--- src/rtl/fifo_ctrl_32kx4.sv ---
// 32768-deep x 4-bit synchronous FIFO controller wrapped around an external
// dual-port synchronous-read RAM: port 1 writes, port 2 reads.
module fifo_ctrl_32kx4 #(
    parameter int unsigned AF_LEVEL = 32000,
    parameter int unsigned AE_LEVEL = 16
) (
    input  logic        clk,
    input  logic        rst,
    input  logic        wr_en,
    input  logic [3:0]  wr_data,
    input  logic        rd_en,
    output logic [3:0]  rd_data,
    output logic        rd_valid,
    output logic        full,
    output logic        empty,
    output logic        almost_full,
    output logic        almost_empty,
    output logic [15:0] count,
    output logic        overflow,
    output logic        underflow,
    output logic        ram_rw_1,
    output logic [14:0] ram_address_1,
    output logic [3:0]  ram_data_in_1,
    output logic        ram_rw_2,
    output logic [14:0] ram_address_2,
    output logic [3:0]  ram_data_in_2,
    input  logic [3:0]  ram_data_out_2
);

    localparam logic [15:0] DEPTH  = 16'd32768;
    localparam logic [15:0] AF_THR = 16'(AF_LEVEL);
    localparam logic [15:0] AE_THR = 16'(AE_LEVEL);

    logic [14:0] wr_ptr_reg;
    logic [14:0] rd_ptr_reg;
    logic [15:0] count_reg;
    logic [15:0] count_next;
    logic        full_reg;
    logic        empty_reg;
    logic        af_reg;
    logic        ae_reg;
    logic        overflow_reg;
    logic        underflow_reg;
    logic [1:0]  rv_pipe_reg;
    logic        push_ok;
    logic        pop_ok;

    always_comb begin
        push_ok    = wr_en & ~full_reg;
        pop_ok     = rd_en & ~empty_reg;
        count_next = count_reg;
        case ({push_ok, pop_ok})
            2'b10:   count_next = count_reg + 16'd1;
            2'b01:   count_next = count_reg - 16'd1;
            default: count_next = count_reg;
        endcase
    end

    always_ff @(posedge clk) begin
        if (rst) begin
            wr_ptr_reg    <= '0;
            rd_ptr_reg    <= '0;
            count_reg     <= '0;
            full_reg      <= 1'b0;
            empty_reg     <= 1'b1;
            af_reg        <= 1'b0;
            ae_reg        <= 1'b1;
            overflow_reg  <= 1'b0;
            underflow_reg <= 1'b0;
            rv_pipe_reg   <= 2'b00;
        end else begin
            if (push_ok)
                wr_ptr_reg <= wr_ptr_reg + 15'd1;
            if (pop_ok)
                rd_ptr_reg <= rd_ptr_reg + 15'd1;
            count_reg     <= count_next;
            full_reg      <= (count_next == DEPTH);
            empty_reg     <= (count_next == 16'd0);
            af_reg        <= (count_next >= AF_THR);
            ae_reg        <= (count_next <= AE_THR);
            overflow_reg  <= wr_en & full_reg;
            underflow_reg <= rd_en & empty_reg;
            // RAM registers the address on the pop edge and updates its output one edge later
            rv_pipe_reg   <= {rv_pipe_reg[0], pop_ok};
        end
    end

    // When idle, point port 1 at ~rd_ptr so it can never alias the read address.
    assign ram_rw_1      = push_ok & ~rst;
    assign ram_address_1 = ram_rw_1 ? wr_ptr_reg : ~rd_ptr_reg;
    assign ram_data_in_1 = wr_data;
    assign ram_rw_2      = 1'b0;
    assign ram_address_2 = rd_ptr_reg;
    assign ram_data_in_2 = 4'd0;

    assign rd_data      = ram_data_out_2;
    assign rd_valid     = rv_pipe_reg[1];
    assign full         = full_reg;
    assign empty        = empty_reg;
    assign almost_full  = af_reg;
    assign almost_empty = ae_reg;
    assign count        = count_reg;
    assign overflow     = overflow_reg;
    assign underflow    = underflow_reg;

endmodule

--- config.mk ---
export PLATFORM = sky130hd
export DESIGN_NAME = fifo_ctrl_32kx4
export DESIGN_NICKNAME = d
export VERILOG_FILES = /design/src/rtl/fifo_ctrl_32kx4.sv
export SDC_FILE = /design/constraint.sdc
export NUM_CORES = 1
export LEC_CHECK = 0
export ABC_AREA = 1
export ABC_CLOCK_PERIOD_IN_PS = 2960
export CORE_MARGIN = 10
export CORE_UTILIZATION = 24
export CTS_CLUSTER_SIZE = 40
export DETAILED_ROUTE_END_ITERATION = 6
export GPL_ROUTABILITY_DRIVEN = 0
export PLACE_DENSITY_LB_ADDON = 0.1
export SLEW_MARGIN = 15
export SYNTH_ARGS = -nofsm -noshare
export SYNTH_HDL_FRONTEND = slang
export SYNTH_SLANG_ARGS = --single-unit
--- constraint.sdc ---
create_clock -name clk -period 2.96 [get_ports clk]
set_input_delay 0.592 -clock clk [delete_from_list [all_inputs] [get_ports clk]]
set_output_delay 0.592 -clock clk [all_outputs]
set_load 0.01 [all_outputs]
* Yosys cells after proc, flatten, opt, wreduce, memory -nomap -nowiden
Cells that the tools add are included.
Word-level totals: memories 0, bits in writable memories 0, bits in latches 0, output and inout port bits 67, ROM bits 0, flip-flop bits (word level) 54
Cells by class: multiplexer cells 2, shift operators 0, bitwise operators 9, $add $sub $neg 4, divide/modulo/power cells 0, $lt $le $gt $ge 2, multiply operators 0, equality and inequality tests 3, reductions and logical operators 1
Operator list (number):
- $pmux 16 s2 | 1
- $add 15x1->15 const B | 2
- $add 16x1->16 const B | 1
- $eq 16x16->1 const B | 1
- $ge 16x15->1 const B | 1
- $le 16x5->1 const B | 1
- $logic_not 16->1 | 1
- $sub 16x1->16 const B | 1
- $mux 15 | 1
- $not 15->15 | 1
- $and 1x1->1 | 5
- $not 1->1 | 3
- $eq 2x1->1 const B | 1
- $eq 2x2->1 const B | 1

* Depth between registers and ports, before layout
depth after elaboration 5, mapped depth 23

* Least setup slack after synthesis
OpenSTA, ideal clock, no wires.
kind in2reg, from input port rd_en, to register ae_reg (netlist: almost_empty), required time 2.899 ns, slack 0.411 ns, data arrival time 2.488 ns, stages on the path 18, path buffers 3, cell sequence inv_1 > nor2_8 > buf_6 > ha_1 > clkbuf_1 > buf_2 > nand2_1 > o21ai_0 > inv_1 > nand2_1 > a21oi_1 > nand3_1 > nand3_1 > nand2_1 > nand2_1 > nor2_1 > nand3_1 > nand2_1
On the way: cells in the longest elaborated chain, start to end 4
RTL lines:
- start: declaration | RTL line 11 | input logic rd_en,
- $and 1x1->1 * | RTL line 50 | pop_ok = rd_en & ~empty_reg;
- $eq 2x1->1 or $eq 2x2->1 (tied branches) | RTL line 52 | case ({push_ok, pop_ok})
- $pmux 16 s2 * | RTL line 52
- $le 16x5->1 * | RTL line 80 | ae_reg <= (count_next <= AE_THR);
- end signal: assignment | RTL line 80
- end: declaration | RTL line 41 | logic ae_reg;
Every way passes the cells marked *; elsewhere a longest branch is shown, timed or not. A chain may end at the register's enable or synchronous reset.

* Worst setup path after layout
from input port rst, to output port ram_address_1[4]
On the way: cells in the longest elaborated chain, start to end 3
RTL lines:
- start: declaration | RTL line 8 | input logic rst,
- $not 1->1 | RTL line 89 | assign ram_rw_1 = push_ok & ~rst;
- $and 1x1->1 | RTL line 89
- $mux 15 | RTL line 90 | assign ram_address_1 = ram_rw_1 ? wr_ptr_reg : ~rd_ptr_reg;
- end: declaration | RTL line 22 | output logic [14:0] ram_address_1,
No other way between the ends.

==> out/metrics.csv <==
metric;value;unit
status;completed;
start_kind;input pin;
synth_top_area_share;29.2;%
grt_pass1_vias;3869;
crit_buf_inv;3;
cts_tree;built;
ys_ff_latch;54;
final_common_cell;nand2_1;
drive_above_1_share;13.5;%
power.net_switching;660;µW
grt_max_degree;32;
internal-power;1.41;mW
drc_errors;0;
fmax;366;MHz
initial_core_util;24.4;%
area_delta_synth_final;34.7;%
end_kind;primary output;
post-cts-setup-buffer-count;0;
synthDistinctLibCells;37;
critPathMostFrequentCell;clkdlybuf4s50_1;
swShare;31.9;%
worst_pin_slew;0.836;ns
nFillCells;1653;
wl;12.3;mm
synthArstFlopShare;0;%
vdd_ir_drop_max;0.192;mV
cp.arrival;2.14;ns
htreeDepth;2;
power;2.07;mW
dp_slack;-0.285;ns
antenna_found_initial;0;
finalNonFillerCells;898;
die-area;20800;µm²
track_usage;12.3;%
grt_pass1_wl;20.4;mm
p_clk_share;34.0;%
p_per_area;415;nW/µm²
cp_cell_sequence;clkdlybuf4s50_1 -> nor2_2 -> buf_12 -> nand2_1 -> o21ai_0 -> clkdlybuf4s50_1;
ioPinCount;79;
setup_ws;0.226;ns
nets;726;
synth_ff_type;dfxtp_1;
syn_inst;619;
worst_skew_pair.late_latency;0.30;ns
leakage;2.19;nW
n_antenna_cell;0;
synth_top_area_cell;dfxtp_1;
cts_made_buffers;5;
placementRows;45;
drv_slew;0;
fin_util;32.9;%
largest_reg_flops;16;
cpMaxStageDelayCell;clkdlybuf4s50_1;
hold_violations;0;
min_period_over_period;92.4;%
fp.dieH;144;µm
seqPwrFrac;38.8;%
crit_type;in2out;
cp.required;2.37;ns
antenna_left;0;
fin_crit;2.73;ns
hp-class;reg2reg;
cp_max_fo;31;
firstDrtPassIters;4;
drv_cap;0;
yosys_warnings;0;
cp_top_family;buffers and inverters;
clock_skew;0.00549;ns
cts_max_path_buffers;2;
rsz0062_at_grt;no;
routed_via_density;4.42;
holdWs;0.404;ns
most-common-layout-cells;189 x nand2_1, 83 x inv_1, 63 x nand3_1, 54 x dfxtp_1, 53 x nor2_1;
num_vias;3966;
drtIter0Drc;265;
die_w;144;µm
cts.clk_slew.worst_paths;0.08;ns
cts-root-buf;clkbuf_16;
syn-cell-area;3700;µm²
grt-ovfl-total;0;
synth_edf_count;0;
maxSlewHeadroom;44.2;%
clock_sinks;54;
coreArea;15100;µm²
synth_area_leaders;dfxtp_1 29%, nand2_1 20%, nand3_1 8.5%;
wl_per_cell;13.7;µm
synth_seq_area_share;29.2;%
slowest_delay;0.57;ns
port_buffers;57;
post-dp-hpwl;9.41;mm
setup_viol;0;
dp.cells;891;
synth_area_per_cell;5.98;µm²
pwr-share-comb;27.2;%
## routing by layer
| layer | global-route usage [%] | wire length, µm | vias up |
|---|---|---|---|
| met5 | 0 | 0 | - |
| met4 | 2.98 | 248 | 0 |
| met3 | 3.67 | 796 | 15 |
| met2 | 19.3 | 5420 | 98 |
| met1 | 16.1 | 5830 | 1737 |
| li1 | - | - | 2116 |
## worst reg2reg max path: stages (launching register included)
cell,delay (ns)
dfxtp_1,0.52
inv_1,0.11
nand2_2,0.11
nor2_4,0.05
nand2_1,0.05
nand2_1,0.08
ha_1,0.19
or2_2,0.33
or2_0,0.23
nand3_1,0.06
o21ai_1,0.09
nor2_1,0.14
nand2_2,0.09
nand2_1,0.07
inv_1,0.04
nor2_2,0.10
nand3_1,0.08
nand2_1,0.06
## synth_stat cells, types with 4 or more instances
cell type,instances
nand3_1,63
inv_1,84
nand2_2,7
o21ai_0,36
nand3b_1,5
a21oi_1,29
xor2_1,5
nand4_1,8
nor2_2,6
buf_4,13
o21ai_1,6
ha_1,4
nor2_1,57
clkbuf_1,10
nor3_1,7
buf_2,4
buf_6,4
nand2_1,193
dfxtp_1,54
## worst paths after layout
check | from | to | slack [ns] | cells after the start
worst min-delay path | rv_pipe_reg[0] | rv_pipe_reg[1] | 0.40 | 2
worst min register to register | rv_pipe_reg[0] | rv_pipe_reg[1] | 0.40 | 2
worst max register to register | empty | almost_empty | 0.47 | 17
worst max-delay path | rst | ram_address_1[4] | 0.23 | 6
## area by class of cell
| class | instances | area (µm²) | area share, % |
|---|---|---|---|
| Inverter | 86 | 323 | 6.48 |
| Clock buffer | 5 | 125 | 2.51 |
| Multi-Input combinational cell | 452 | 2150 | 43.1 |
| Clock inverter | 2 | 38.8 | 0.778 |
| Sequential cell | 54 | 1080 | 21.7 |
| Tap cell | 188 | 235 | 4.72 |
| Timing Repair Buffer | 111 | 1030 | 20.8 |
## repair_timing
action,in CTS,in global routing
hold buffers,0,0
setup endpoints to repair,6,14
resized for setup,6,17
pin swaps,0,3
## logic make-up after synthesis
group	Yosys count	synth area share [%]
DFF	54	29.2
and+or+nand+nor	361	43.1
buffers and inverters	117	14.1
xor gates and xnor gates	6	1.42
other	1	0.101
adders and majority gates	4	1.35
AOI/OAI and AO/OA	76	10.7
## power by group through the flow
stage	Sequential, mW	Clock (mW)	Combinational [mW]
finish	0.804	0.703	0.563
global route	0.810	0.762	0.632
CTS	0.805	0.726	0.555
detailed placement	0.822	0	0.554
global placement	0.822	0	0.557
floorplan	0.820	0	0.300
## metrics by stage
stage,TNS (ns),instance area (µm²)
final,0,4980
after CTS,0,4930
after detailed placement,-1.07,4780
after global placement,-1.10,4780
after floorplan,0,3710
after global routing,0,4980
Power figures use the tool's default switching activity.
